### src/rtl/div_unit.sv
// Multi-cycle radix-2 restoring divider for DIV/DIVU, feeding the HI/LO register file.
// Quotient goes to lo_o, remainder to hi_o; done strobes the HI/LO write enable.
module div_unit #(
    parameter int unsigned WIDTH = 32
) (
    input  logic             clk,
    input  logic             rst,
    input  logic             start,
    input  logic             signed_div,
    input  logic [WIDTH-1:0] opdata1,
    input  logic [WIDTH-1:0] opdata2,
    input  logic             cancel,
    output logic             busy,
    output logic             done,
    output logic [WIDTH-1:0] hi_o,
    output logic [WIDTH-1:0] lo_o
);

    localparam int unsigned CW = $clog2(WIDTH);
    localparam logic [CW-1:0] LAST_STEP = CW'(WIDTH - 1);

    typedef enum logic [1:0] {
        IDLE   = 2'd0,
        CALC   = 2'd1,
        FINISH = 2'd2
    } state_t;

    state_t           state;
    logic [CW-1:0]    cnt;
    logic [WIDTH-1:0] rem;
    logic [WIDTH-1:0] quo;
    logic [WIDTH-1:0] dvs;
    logic             neg_q;
    logic             neg_r;
    logic             done_q;

    logic [WIDTH-1:0] abs_a;
    logic [WIDTH-1:0] abs_b;
    logic [WIDTH:0]   shifted;
    logic             ge;
    logic [WIDTH-1:0] rem_nx;
    logic [WIDTH-1:0] quo_nx;
    logic [WIDTH-1:0] q_fix;
    logic [WIDTH-1:0] r_fix;

    // Operand magnitudes, one restoring step, and the final sign correction
    always_comb begin
        abs_a   = (signed_div && opdata1[WIDTH-1]) ? (-opdata1) : opdata1;
        abs_b   = (signed_div && opdata2[WIDTH-1]) ? (-opdata2) : opdata2;
        shifted = {rem, quo[WIDTH-1]};
        ge      = (shifted >= {1'b0, dvs});
        // When ge holds the true difference is below dvs, so WIDTH bits suffice
        rem_nx  = ge ? (shifted[WIDTH-1:0] - dvs) : shifted[WIDTH-1:0];
        quo_nx  = {quo[WIDTH-2:0], ge};
        q_fix   = neg_q ? (-quo_nx) : quo_nx;
        r_fix   = neg_r ? (-rem_nx) : rem_nx;
    end

    always_ff @(posedge clk or negedge rst) begin
        if (!rst) begin
            state  <= IDLE;
            cnt    <= '0;
            rem    <= '0;
            quo    <= '0;
            dvs    <= '0;
            neg_q  <= 1'b0;
            neg_r  <= 1'b0;
            done_q <= 1'b0;
            hi_o   <= '0;
            lo_o   <= '0;
        end else begin
            done_q <= 1'b0;
            case (state)
                IDLE: begin
                    if (start && !cancel) begin
                        neg_q <= signed_div & (opdata1[WIDTH-1] ^ opdata2[WIDTH-1]);
                        neg_r <= signed_div & opdata1[WIDTH-1];
                        if (opdata2 != '0) begin
                            rem   <= '0;
                            quo   <= abs_a;
                            dvs   <= abs_b;
                            cnt   <= '0;
                            state <= CALC;
                        end else begin
                            lo_o   <= '1;
                            hi_o   <= opdata1;
                            done_q <= 1'b1;
                            state  <= FINISH;
                        end
                    end
                end
                CALC: begin
                    if (cancel) begin
                        state <= IDLE;
                    end else begin
                        rem <= rem_nx;
                        quo <= quo_nx;
                        cnt <= cnt + CW'(1);
                        if (cnt == LAST_STEP) begin
                            lo_o   <= q_fix;
                            hi_o   <= r_fix;
                            done_q <= 1'b1;
                            state  <= FINISH;
                        end
                    end
                end
                FINISH: begin
                    state <= IDLE;
                end
                default: begin
                    state <= IDLE;
                end
            endcase
        end
    end

    assign busy = (state != IDLE);
    // A flush in the commit cycle must suppress the HI/LO write
    assign done = done_q & ~cancel;

endmodule

### config.mk
export PLATFORM = sky130hd
export DESIGN_NAME = div_unit
export DESIGN_NICKNAME = d
export VERILOG_FILES = /design/src/rtl/div_unit.sv
export SDC_FILE = /design/constraint.sdc
export NUM_CORES = 1
export LEC_CHECK = 0
export ABC_AREA = 0
export CAP_MARGIN = 25
export CORE_ASPECT_RATIO = 1.2
export CORE_MARGIN = 2
export CORE_UTILIZATION = 33
export CTS_BUF_LIST = sky130_fd_sc_hd__clkbuf_8
export CTS_CLUSTER_DIAMETER = 150
export CTS_CLUSTER_SIZE = 25
export DETAILED_ROUTE_END_ITERATION = 10
export PLACE_DENSITY = 0.48
export SLEW_MARGIN = 20
export SYNTH_ARGS = -nofsm -noshare
export SYNTH_HDL_FRONTEND = slang
export SYNTH_SLANG_ARGS = --single-unit
### constraint.sdc
create_clock -name clk -period 13.7 [get_ports clk]
set_input_delay 4.11 -clock clk [delete_from_list [all_inputs] [get_ports clk]]
set_output_delay 4.11 -clock clk [all_outputs]
set_load 0.05 [all_outputs]
==> flow_results.xml <==
<?xml version="1.0" encoding="UTF-8"?>
<metrics>
  <group name="sta">
    <metric name="finalClockSkew" unit="ps">15.0</metric>
    <metric name="fmax" unit="MHz">104</metric>
    <metric name="timing.slew.headroom" unit="">0.354</metric>
    <metric name="rsz_0062_raised_after_global_routing" unit="">false</metric>
    <metric name="worst-slew-pin-transition" unit="ps">969</metric>
    <metric name="period_minus_slack" unit="ps">9620</metric>
    <metric name="final.hold.worst_slack" unit="ps">506</metric>
    <metric name="finalSetupTns" unit="ps">0</metric>
    <metric name="drv_slew" unit="">0</metric>
    <metric name="layout_worst_path_cycle_share" unit="">0.703</metric>
    <metric name="setup_viol" unit="">0</metric>
    <metric name="finalHoldViolations" unit="">0</metric>
  </group>
  <group name="grt">
    <metric name="track_usage" unit="">0.187</metric>
    <metric name="globalRoute.busiestLayer" unit="">met2</metric>
    <metric name="grt_pass1_wl" unit="µm">57300</metric>
    <metric name="grt_start_max_net_pins" unit="">99</metric>
    <metric name="groute.layer.met3.usage" unit="">0.0246</metric>
    <metric name="grt.met2_usage" unit="">0.304</metric>
    <metric name="use_met1" unit="">0.261</metric>
    <metric name="grt_overflow_total" unit="">0</metric>
    <metric name="grt_pass1_vias" unit="">10400</metric>
    <metric name="number_of_antenna_violations_at_the_first_check_in_global_routing" unit="">0</metric>
  </group>
  <group name="critical_path">
    <metric name="register_to_register_setup_slack" unit="ps">8250</metric>
    <metric name="rr_startpoint" unit="">rem[9]</metric>
    <metric name="critPathMaxStageDelay" unit="ps">800</metric>
    <metric name="worst_ep_arrival_time" unit="ps">5510</metric>
    <metric name="worst_reg_to_reg_path_cell_count" unit="">16</metric>
    <metric name="rr_endpoint" unit="">hi_o[30]</metric>
    <metric name="critical_path.cell_chain" unit="">clkdlybuf4s50_1 -&gt; nor2b_1 -&gt; clkdlybuf4s50_1</metric>
    <metric name="timing.critical_path.fanout_max" unit="">4</metric>
    <metric name="slowest_stage_cell_on_the_critical_path" unit="">sky130_fd_sc_hd__clkdlybuf4s50_1</metric>
    <metric name="cp_launch_type" unit="">input pin</metric>
    <metric name="required" unit="ps">9590</metric>
    <metric name="worst-setup-path-type" unit="">in2out</metric>
    <metric name="critical_path.endpoint_type" unit="">output pin</metric>
    <metric name="cpMostUsedCell" unit="">sky130_fd_sc_hd__clkdlybuf4s50_1</metric>
  </group>
  <group name="hold_path">
    <metric name="worstHoldPathCells" unit="">2</metric>
    <metric name="worst_hold_path_class" unit="">reg2reg</metric>
    <metric name="min_delay_worst_endpoint" unit="">cnt[4]</metric>
    <metric name="launch_point_of_the_worst_hold_path" unit="">cnt[4]</metric>
  </group>
  <group name="placed_design">
    <metric name="numPlacedInstances" unit="">2045</metric>
    <metric name="routabilityCongestion" unit="">0.882</metric>
    <metric name="port_buffers" unit="">134</metric>
    <metric name="place.detailed.hpwl" unit="µm">26500</metric>
  </group>
  <group name="synth">
    <metric name="synth-edff-count" unit="">0</metric>
    <metric name="post_synth_mux_area_share" unit="">0.0219</metric>
    <metric name="postSynthCellCount" unit="">1519</metric>
    <metric name="synth_cell_type_count" unit="">77</metric>
    <metric name="synth_largest_area_cell" unit="">sky130_fd_sc_hd__dfrtp_1</metric>
    <metric name="synthAdderAreaFrac" unit="">0.0408</metric>
    <metric name="post-synth-top-count-cell" unit="">sky130_fd_sc_hd__nand2_1</metric>
    <metric name="synth.ff_latch_count" unit="">170</metric>
    <metric name="netlist_area" unit="µm²">12100</metric>
    <metric name="synth_simple_gate_area_frac" unit="">0.202</metric>
    <metric name="synth_top_family_by_area" unit="">compound AO/OA/AOI/OAI gates</metric>
    <metric name="synth_xor_area_frac" unit="">0.0967</metric>
    <metric name="synth_commonest_cells" unit="">sky130_fd_sc_hd__nand2_1 (187), sky130_fd_sc_hd__a21oi_1 (176), sky130_fd_sc_hd__dfrtp_1 (170)</metric>
    <metric name="synth-warning-count" unit="">0</metric>
    <metric name="synthTopCellsByArea" unit="">sky130_fd_sc_hd__dfrtp_1 (35%), sky130_fd_sc_hd__a21oi_1 (7.3%), sky130_fd_sc_hd__o21ai_0 (6.6%)</metric>
    <metric name="ys.flop_type" unit="">sky130_fd_sc_hd__dfrtp_1</metric>
    <metric name="synth-compound-area-share" unit="">0.242</metric>
    <metric name="syn_avg_cell_area" unit="µm²">7.99</metric>
    <metric name="synth-async-reset-ratio" unit="">1.00</metric>
    <metric name="yosys.area.top_type_share" unit="">0.350</metric>
    <metric name="proportion_of_synthesized_chip_area_in_sequential_cells" unit="">0.350</metric>
    <metric name="synth_fp_nets" unit="">1627</metric>
  </group>
  <group name="outcome">
    <metric name="outcome" unit="">complete, no violations</metric>
  </group>
  <group name="route">
    <metric name="number_of_iterations_in_the_first_detailed_routing_pass" unit="">5</metric>
    <metric name="detail_route.drc_violations" unit="">0</metric>
    <metric name="drt_iter0_drc" unit="">603</metric>
    <metric name="num_vias" unit="">10900</metric>
    <metric name="route.detailed.vias_per_inst" unit="">5.23</metric>
    <metric name="route.antenna.remaining_nets" unit="">0</metric>
    <metric name="totalWireLength" unit="µm">35300</metric>
    <metric name="wl_per_cell" unit="µm">17.0</metric>
  </group>
  <group name="clock_tree">
    <metric name="clkLatencyLatePin" unit="ps">480</metric>
    <metric name="post_cts_setup_buffer_count" unit="">0</metric>
    <metric name="clk_path_buf_depth" unit="">2</metric>
    <metric name="clk_transition_reported_paths" unit="ps">90</metric>
    <metric name="cts-resized-gates" unit="">0</metric>
    <metric name="tritoncts" unit="">done</metric>
    <metric name="cts_htree_levels" unit="">4</metric>
    <metric name="clock-sinks" unit="">170</metric>
    <metric name="postCtsHoldBufs" unit="">0</metric>
    <metric name="cts_buffers" unit="">17</metric>
    <metric name="clockRootBuffer" unit="">sky130_fd_sc_hd__clkbuf_8</metric>
  </group>
  <group name="power">
    <metric name="report.power.total" unit="µW">1520</metric>
    <metric name="vdd.ir_drop.worst" unit="µV">59.7</metric>
    <metric name="power_density_over_the_cells" unit="nW/µm²">106</metric>
    <metric name="static-leakage-power" unit="µW">0.00600</metric>
  </group>
  <group name="floorplanning">
    <metric name="start_util" unit="">0.337</metric>
    <metric name="width_of_the_chip" unit="µm">179</metric>
    <metric name="die_height" unit="µm">214</metric>
    <metric name="fp.coreArea" unit="µm²">36000</metric>
    <metric name="row_cnt" unit="">76</metric>
    <metric name="fp.dieArea" unit="µm²">38300</metric>
    <metric name="pin_count" unit="">135</metric>
  </group>
  <group name="cells_and_area">
    <metric name="final_cells" unit="">2077</metric>
    <metric name="drive_above_1_share" unit="">0.0454</metric>
    <metric name="layout.nets" unit="">1706</metric>
    <metric name="n_antenna_cell" unit="">0</metric>
    <metric name="flow.area_growth_from_synthesis" unit="%">18.0</metric>
  </group>
  <group name="run">
    <metric name="maxCapViolCount" unit="">0</metric>
  </group>
</metrics>
## registers in the layout, summed over array words and instances (netlist names)
name    count
neg_r       1
hi_o       32
neg_q       1
cnt         5
lo_o       32
state       2
quo        32
rem        32
done_q      1
dvs        32
## layout by cell type, fill, tap and decap left out, drive strengths merged, types with 18 or more instances in the layout
cell,count
nand2,187
a21oi,176
o21ai,171
dfrtp,170
nor2,149
clkdlybuf4s50,133
xor2,70
xnor2,64
inv,51
ha,38
or3,27
o31ai,27
nor3,23
mux2i,22
or4,19
clkbuf,18
## logic make-up (layout without fill, tap and decap cells)
group	count (synthesis)	count (layout)
AO/OA/AOI/OAI	492	492
XOR/XNOR	134	134
adder cells (fa/ha/maj)	39	39
buffers and inverters	140	230
flip-flops	170	170
multiplexers	26	26
AND/OR/NAND/NOR	518	518
## power breakdown
group          total (µW)  switching (µW)  leakage, µW  internal (µW)
combinational         495             303      0.00351            192
clock                 415             195     0.000226            220
sequential            611            57.9      0.00227            553
## layout make-up
cell class | count | area, µm²
fillers | 3694 | 21700
multi-input cells | 1209 | 7350
flip-flops and latches | 170 | 4250
repair buffers | 149 | 1500
well taps | 468 | 586
clock buffers | 18 | 248
clock inverters | 12 | 198
inverters | 51 | 191
## worst max-delay path by stage
| stage | startpoint | end | slack [ps] |
|---|---|---|---|
| 2_1_floorplan | cancel | done | 4790 |
| 3_3_place_gp | cancel | done | 4080 |
| 3_5_place_dp | cancel | done | 4060 |
| 4_1_cts | cancel | done | 4050 |
| 5_1_grt | cancel | done | 4020 |
| 6_report | cancel | done | 4080 |
## routing by layer
metal	part of all wire	wire, µm
met1	0.48	17100
met2	0.46	16300
met3	0.039	1380
met4	0.016	569
met5	0	0
## worst max-delay path, delay by kind of cell
kind	cells	cell delay (ps)
buffers and inverters	2	1270
AND/OR/NAND/NOR	1	130
## through the flow
| stage | worst slack (ps) | util | area (µm²) |
|---|---|---|---|
| after CTS | 4050 | 0.396 | 14300 |
| after global placement | 4080 | 0.383 | 13800 |
| after global routing | 4020 | 0.397 | 14300 |
| after floorplan | 4790 | - | 12100 |
| after detailed placement | 4060 | 0.383 | 13800 |
| final | 4080 | 0.397 | 14300 |
Note: power is estimated with default switching activity, not from simulation.
